===== src/rtl/energy_pkg.sv =====
// Shared types for the powertrain mode sequencer.
//   mode_req_e  : decoded/committed operating-mode request
//   seq_state_e : sequencer FSM states
//   AM_*        : active_mode output encoding
//   state_am()  : maps an FSM state to its active_mode code
package energy_pkg;

   typedef enum logic [2:0] {
      IDLE,
      ELEC,
      HYB,
      REGEN,
      INVALID
   } mode_req_e;

   typedef enum logic [2:0] {
      S_IDLE,
      S_DEAD,
      S_ELEC,
      S_CRANK,
      S_HYBRID,
      S_REGEN,
      S_FAULT
   } seq_state_e;

   localparam logic [1:0] AM_IDLE  = 2'd0;
   localparam logic [1:0] AM_ELEC  = 2'd1;
   localparam logic [1:0] AM_HYB   = 2'd2;
   localparam logic [1:0] AM_REGEN = 2'd3;

   // Crank already reports hybrid so the controller sees the mode it asked for.
   function automatic logic [1:0] state_am(input seq_state_e s);
      case (s)
         S_ELEC:            return AM_ELEC;
         S_CRANK, S_HYBRID: return AM_HYB;
         S_REGEN:           return AM_REGEN;
         default:           return AM_IDLE;
      endcase
   endfunction

endpackage


===== src/rtl/mode_input_filter.sv =====
// Decodes the one-hot operating-mode lines and debounces the result.
//   clk, reset_n              : clock, async active-low reset
//   operating_mode0/1/2       : raw electric / hybrid / regen request lines
//   committed                 : request held stable for STABLE_CYCLES samples
module mode_input_filter
   import energy_pkg::*;
#(
   parameter int STABLE_CYCLES = 4
) (
   input  logic      clk,
   input  logic      reset_n,
   input  logic      operating_mode0,
   input  logic      operating_mode1,
   input  logic      operating_mode2,
   output mode_req_e committed
);

   localparam int CW = $clog2(STABLE_CYCLES + 1);

   mode_req_e     dec;
   mode_req_e     req_q;
   logic [CW-1:0] cnt;

   always_comb begin
      dec = INVALID;
      case ({operating_mode2, operating_mode1, operating_mode0})
         3'b000:  dec = IDLE;
         3'b001:  dec = ELEC;
         3'b010:  dec = HYB;
         3'b100:  dec = REGEN;
         default: dec = INVALID;
      endcase
   end

   // cnt holds how many consecutive samples req_q has seen; a new value
   // restarts it at 1 because the edge that loads it is its first sample.
   always_ff @(posedge clk or negedge reset_n) begin
      if (!reset_n) begin
         req_q     <= IDLE;
         cnt       <= '0;
         committed <= IDLE;
      end else begin
         req_q <= dec;
         if (dec != req_q)
            cnt <= CW'(1);
         else if (cnt != CW'(STABLE_CYCLES))
            cnt <= cnt + CW'(1);
         if (dec == req_q && cnt >= CW'(STABLE_CYCLES - 1))
            committed <= req_q;
      end
   end

endmodule


===== src/rtl/powertrain_mode_sequencer.sv =====
// Powertrain mode sequencer: filters the energy controller's mode request,
// sequences actuators with dead-time and engine crank handshake, and keeps
// a battery state-of-charge estimate.
//   clk, reset_n                 : clock, async active-low reset
//   operating_mode0/1/2          : electric / hybrid / regen request (one-hot)
//   engine_ready                 : engine running feedback
//   motor_en, engine_start,
//   engine_run, regen_en         : actuator commands
//   fault                        : sequencer is in fault state
//   active_mode                  : 0 idle, 1 electric, 2 hybrid, 3 regen
//   soc, battery_ok              : SOC estimate and hysteretic health flag
module powertrain_mode_sequencer
   import energy_pkg::*;
#(
   parameter int STABLE_CYCLES = 4,
   parameter int DEAD_TIME     = 2,
   parameter int CRANK_TIMEOUT = 16,
   parameter int SOC_W         = 8,
   parameter int SOC_INIT      = 200,
   parameter int SOC_MAX       = 255,
   parameter int SOC_LOW       = 64,
   parameter int SOC_HYST      = 16,
   parameter int SOC_DIV       = 4,
   parameter int DRAIN_STEP    = 1,
   parameter int CHARGE_STEP   = 2
) (
   input  logic             clk,
   input  logic             reset_n,
   input  logic             operating_mode0,
   input  logic             operating_mode1,
   input  logic             operating_mode2,
   input  logic             engine_ready,
   output logic             motor_en,
   output logic             engine_start,
   output logic             engine_run,
   output logic             regen_en,
   output logic             fault,
   output logic [1:0]       active_mode,
   output logic [SOC_W-1:0] soc,
   output logic             battery_ok
);

   localparam int DW  = $clog2(DEAD_TIME + 1);
   localparam int KW  = $clog2(CRANK_TIMEOUT + 1);
   localparam int VW  = $clog2(SOC_DIV + 1);
   localparam int SW1 = SOC_W + 1;

   mode_req_e        committed;
   mode_req_e        eff;
   seq_state_e       state, nxt;
   logic             elec_lock, lock_nxt;
   logic [DW-1:0]    dead_cnt;
   logic [KW-1:0]    crank_cnt;
   logic [VW-1:0]    div_cnt;
   logic             tick;
   logic [SOC_W:0]   soc_diff, soc_sum;
   logic [SOC_W-1:0] soc_nxt;

   mode_input_filter #(.STABLE_CYCLES(STABLE_CYCLES)) u_filter (
      .clk             (clk),
      .reset_n         (reset_n),
      .operating_mode0 (operating_mode0),
      .operating_mode1 (operating_mode1),
      .operating_mode2 (operating_mode2),
      .committed       (committed)
   );

   // After a flat-battery drop-out, a still-held electric request is seen
   // as idle until the request moves away from electric.
   assign eff = (elec_lock && committed == ELEC) ? IDLE : committed;

   always_comb begin
      nxt      = state;
      lock_nxt = elec_lock;
      if (committed != ELEC)
         lock_nxt = 1'b0;
      if (eff == INVALID) begin
         nxt = S_FAULT;
      end else begin
         case (state)
            S_IDLE:   if (eff != IDLE) nxt = S_DEAD;
            S_REGEN:  if (eff != REGEN) nxt = S_DEAD;
            S_ELEC: begin
               if (soc == '0) begin
                  nxt      = S_DEAD;
                  lock_nxt = 1'b1;
               end else if (eff != ELEC) begin
                  nxt = S_DEAD;
               end
            end
            S_CRANK: begin
               if (eff != HYB)                                 nxt = S_DEAD;
               else if (engine_ready)                          nxt = S_HYBRID;
               else if (crank_cnt == KW'(CRANK_TIMEOUT - 1))   nxt = S_FAULT;
            end
            S_HYBRID: begin
               if (eff != HYB)         nxt = S_DEAD;
               else if (!engine_ready) nxt = S_FAULT;
            end
            // Target is taken from the request at the end of dead time.
            S_DEAD: begin
               if (dead_cnt == DW'(DEAD_TIME - 1)) begin
                  case (eff)
                     ELEC:    nxt = S_ELEC;
                     HYB:     nxt = S_CRANK;
                     REGEN:   nxt = S_REGEN;
                     default: nxt = S_IDLE;
                  endcase
               end
            end
            S_FAULT:  if (eff == IDLE) nxt = S_DEAD;
            default:  nxt = S_FAULT;
         endcase
      end
   end

   always_ff @(posedge clk or negedge reset_n) begin
      if (!reset_n) begin
         state        <= S_IDLE;
         elec_lock    <= 1'b0;
         dead_cnt     <= '0;
         crank_cnt    <= '0;
         motor_en     <= 1'b0;
         engine_start <= 1'b0;
         engine_run   <= 1'b0;
         regen_en     <= 1'b0;
         fault        <= 1'b0;
         active_mode  <= AM_IDLE;
      end else begin
         state        <= nxt;
         elec_lock    <= lock_nxt;
         dead_cnt     <= (state == S_DEAD)  ? dead_cnt + DW'(1)  : '0;
         crank_cnt    <= (state == S_CRANK) ? crank_cnt + KW'(1) : '0;
         motor_en     <= (nxt == S_ELEC) || (nxt == S_HYBRID);
         engine_start <= (nxt == S_CRANK);
         engine_run   <= (nxt == S_HYBRID);
         regen_en     <= (nxt == S_REGEN);
         fault        <= (nxt == S_FAULT);
         active_mode  <= state_am(nxt);
      end
   end

   assign tick = (div_cnt == VW'(SOC_DIV - 1));

   // One extra bit catches both underflow (borrow) and overflow before clamping.
   always_comb begin
      soc_diff = {1'b0, soc} - SW1'(DRAIN_STEP);
      soc_sum  = {1'b0, soc} + SW1'(CHARGE_STEP);
      soc_nxt  = soc;
      if (tick && state == S_ELEC)
         soc_nxt = soc_diff[SOC_W] ? '0 : soc_diff[SOC_W-1:0];
      else if (tick && state == S_REGEN)
         soc_nxt = (soc_sum > SW1'(SOC_MAX)) ? SOC_W'(SOC_MAX) : soc_sum[SOC_W-1:0];
   end

   always_ff @(posedge clk or negedge reset_n) begin
      if (!reset_n) begin
         div_cnt    <= '0;
         soc        <= SOC_W'(SOC_INIT);
         battery_ok <= 1'b1;
      end else begin
         div_cnt <= tick ? '0 : div_cnt + VW'(1);
         soc     <= soc_nxt;
         if (soc < SOC_W'(SOC_LOW))
            battery_ok <= 1'b0;
         else if ({1'b0, soc} >= SW1'(SOC_LOW + SOC_HYST))
            battery_ok <= 1'b1;
      end
   end

endmodule


===== config.mk =====
export PLATFORM = sky130hd
export DESIGN_NAME = powertrain_mode_sequencer
export DESIGN_NICKNAME = d
export VERILOG_FILES = /design/src/rtl/energy_pkg.sv /design/src/rtl/mode_input_filter.sv /design/src/rtl/powertrain_mode_sequencer.sv
export SDC_FILE = /design/constraint.sdc
export NUM_CORES = 1
export LEC_CHECK = 0
export BUFFER_PORTS_ARGS = -buffer_cell sky130_fd_sc_hd__buf_2
export CAP_MARGIN = 20
export CORE_UTILIZATION = 40
export DETAILED_ROUTE_END_ITERATION = 16
export PLACE_DENSITY = 0.67
export SLEW_MARGIN = 40
export SYNTH_ARGS = -nofsm -noshare
export SYNTH_HDL_FRONTEND = slang
export SYNTH_SLANG_ARGS = --single-unit
export TNS_END_PERCENT = 100

===== constraint.sdc =====
create_clock -name clk -period 2.2 [get_ports clk]
set_input_delay 0.44 -clock clk [delete_from_list [all_inputs] [get_ports clk]]
set_output_delay 0.44 -clock clk [all_outputs]
set_load 0.05 [all_outputs]

==> flow_metrics.tcl <==
set metrics [dict create \
    status "completed" \
    core_region_area_um2 5680 \
    drt_first_pass_iters 4 \
    vias 1878 \
    final_cell_mix "dfrtp_1 (34), nor2_1 (24), buf_2 (21)" \
    port_buffers 21 \
    dp_slack_ps 117 \
    cts_tree "yes" \
    setup-tns-final_ps 0 \
    synth_cell_types 60 \
    hold_viol 0 \
    avgRoutedWirePerCell_um 13.4 \
    synth_edf_count 0 \
    skew_ps 2.79 \
    routed_via_density 5.46 \
    max_freq_ghz 0.498 \
    placed_area_um2 2600 \
    synthCells 248 \
    cp-startpoint "soc[1]" \
    r2r_slack_ps 190 \
    cts_hold_buf 0 \
    hpwl_um 3360 \
    nNetsFinal 291 \
    initial_core_util 0.427 \
    final_common_cell "dfrtp_1" \
    ant_nets 0 \
    vdd_drop_max_mv 0.515 \
    criticalPathCategory "reg2reg" \
    power.leakage_nw 1.21 \
    grt_pass1_wl_um 8120 \
    layout-drive-gt1-share 0.199 \
    cp-end-kind "flop" \
    syn_area_um2 2420 \
    syn_area_per_cell_um2 9.77 \
    ctsHtreeMaxLevel 2 \
    r2r_start "soc[1]" \
    hold_class "in2async" \
    fp-row-count 27 \
    die_w_um 79.8 \
    clk_pin_slew_ps 70 \
    drc 0 \
    nFillCells 555 \
    clock_path_buffers 2 \
    root_buffer "clkbuf_8" \
    grt_pass1_vias 1754 \
    drt_iter0_drc 82 \
    seqCellArea_um2 982 \
    totalWireLength_um 4610 \
    antennaDiodeCount 0 \
    die_y_um 79.8 \
    critPathMaxFanout 7 \
    max-slew-margin-rel 0.676 \
    crit_path_end "soc[1]" \
    report.final.slew_viol_count 0 \
    power_density_nw_per_um2 1130 \
    dieArea_um2 6370 \
    cts.sinks 39 \
    multi_input_area_um2 1300 \
    tightest_slew_ps 486 \
    start_kind "flop" \
    syn_to_final_growth_pct 10.7 \
    synthesis.nets 268 \
    final_area_um2 2680 \
    synth_flop_cell "dfrtp_1" \
    ys_seq_elements 39 \
    power.total_mw 3.04 \
    overflow 0 \
    maxCapViolCount 0 \
    cts_made_buffers 5 \
    grtUsageTotal 0.163 \
    r2r-end "soc[1]" \
    yosysWarnings 0 \
    fin_ws_ps 191 \
    grt_start_max_net_pins 40 \
    r2r_cells 6 \
    timing.final.crit_share 0.913 \
    worstPathRequired_ps 2410 \
    routabilityCongestion 0.812 \
    rsz0062_at_grt "false" \
    setup_viol 0 \
    synth-async-reset-ratio 1.00 \
    ys_seq_area_frac 0.405 \
    period_minus_slack_ps 2010 \
    ios 22 \
    insertion_delay_ps 280 \
    cp.arrival_ps 2220 \
    antenna_found_initial 0 \
]
per-stage QoR:
| stage | util | std cells | hold WS [ps] |
|---|---|---|---|
| 6_report | 0.473 | 344 | 197 |
| 5_1_grt | 0.473 | 344 | 246 |
| 4_1_cts | 0.472 | 344 | 221 |
| 3_5_place_dp | 0.458 | 336 | 429 |
| 3_3_place_gp | 0.458 | 336 | 422 |
| 2_1_floorplan | - | 248 | 144 |
final cells by class:
type | count | area share
multi-input combinational | 180 | 0.485
tap | 72 | 0.0336
timing repair buffer | 29 | 0.0616
inverter | 16 | 0.0238
clock buffer | 7 | 0.0285
sequential | 39 | 0.366
clock inverter | 1 | 0.00187
cell families (layout without fill, tap and decap cells):
| family | Yosys count | in the layout | synth area share |
|---|---|---|---|
| adders and majority gates | 15 | 15 | 0.0764 |
| buffers and inverters | 29 | 53 | 0.0589 |
| AOI/OAI and AO/OA | 64 | 64 | 0.196 |
| and+or+nand+nor | 89 | 89 | 0.217 |
| muxes | 3 | 3 | 0.0139 |
| DFF | 39 | 39 | 0.405 |
| xor gates and xnor gates | 9 | 9 | 0.0325 |
sequential cells by signal, indices dropped and copies added (netlist names):
register	flops
u_filter.committed	3
active_mode	2
battery_ok	1
engine_run	1
soc	8
crank_cnt	5
fault	1
elec_lock	1
state	3
u_filter.req_q	3
engine_start	1
u_filter.cnt	3
div_cnt	3
motor_en	1
dead_cnt	2
regen_en	1
where the power goes:
group	internal (mW)	switching [mW]
logic	0.539	0.866
clock network	0.222	0.234
registers	0.886	0.293
total	1.65	1.39
worst max-delay path, stage by stage (launching register included):
cell        delay [ps]
dfrtp_2            420
clkinvlp_4         190
ha_1               380
a2111oi_4          350
a41oi_4            210
a211o_1            340
o21ai_2             50
worst min path at each step:
stage / from / endpoint / slack [ps]
floorplan: reset_n / active_mode[0] / 140
global placement: div_cnt[0] / div_cnt[0] / 420
detailed placement: dead_cnt[0] / dead_cnt[0] / 430
CTS: reset_n / soc[2] / 220
global route: reset_n / soc[2] / 250
finish: reset_n / soc[5] / 200
cell usage after synthesis (2+ instances only):
library cell,instances,area share
dfrtp_1,35,0.36
nor2_1,24,0.037
o21ai_0,17,0.035
inv_1,16,0.025
ha_1,14,0.072
a21oi_1,11,0.023
nand2_1,11,0.017
nand3_1,10,0.021
buf_2,9,0.019
nor3_1,9,0.019
xnor2_1,7,0.025
a21o_1,5,0.015
and3_1,5,0.013
nand2b_1,5,0.013
dfstp_2,4,0.043
or3_1,4,0.010
a22o_1,3,0.011
o21ai_1,3,0.0062
o31ai_1,3,0.0093
and3b_1,2,0.0072
buf_4,2,0.0062
buf_6,2,0.0093
mux2_1,2,0.0093
nand2b_4,2,0.011
nand3b_1,2,0.0062
nor2b_1,2,0.0052
o211ai_1,2,0.0062
o21a_1,2,0.0062
o31a_1,2,0.0072
or3b_1,2,0.0072
xor2_1,2,0.0072
metal layers:
metal,GRT usage,share of wire,vias to the layer above
li1,-,-,935
met1,0.220,0.49,905
met2,0.266,0.47,34
met3,0.0354,0.036,4
met4,0.0393,0.0059,0
met5,0,0,-
what timing repair did:
item / 4_1_cts / 5_1_grt
buffers inserted: 0 / 0
endpoints found under the setup margin: 0 / 2
gates resized for setup: 0 / 2
(Power assumes the default switching activity.)
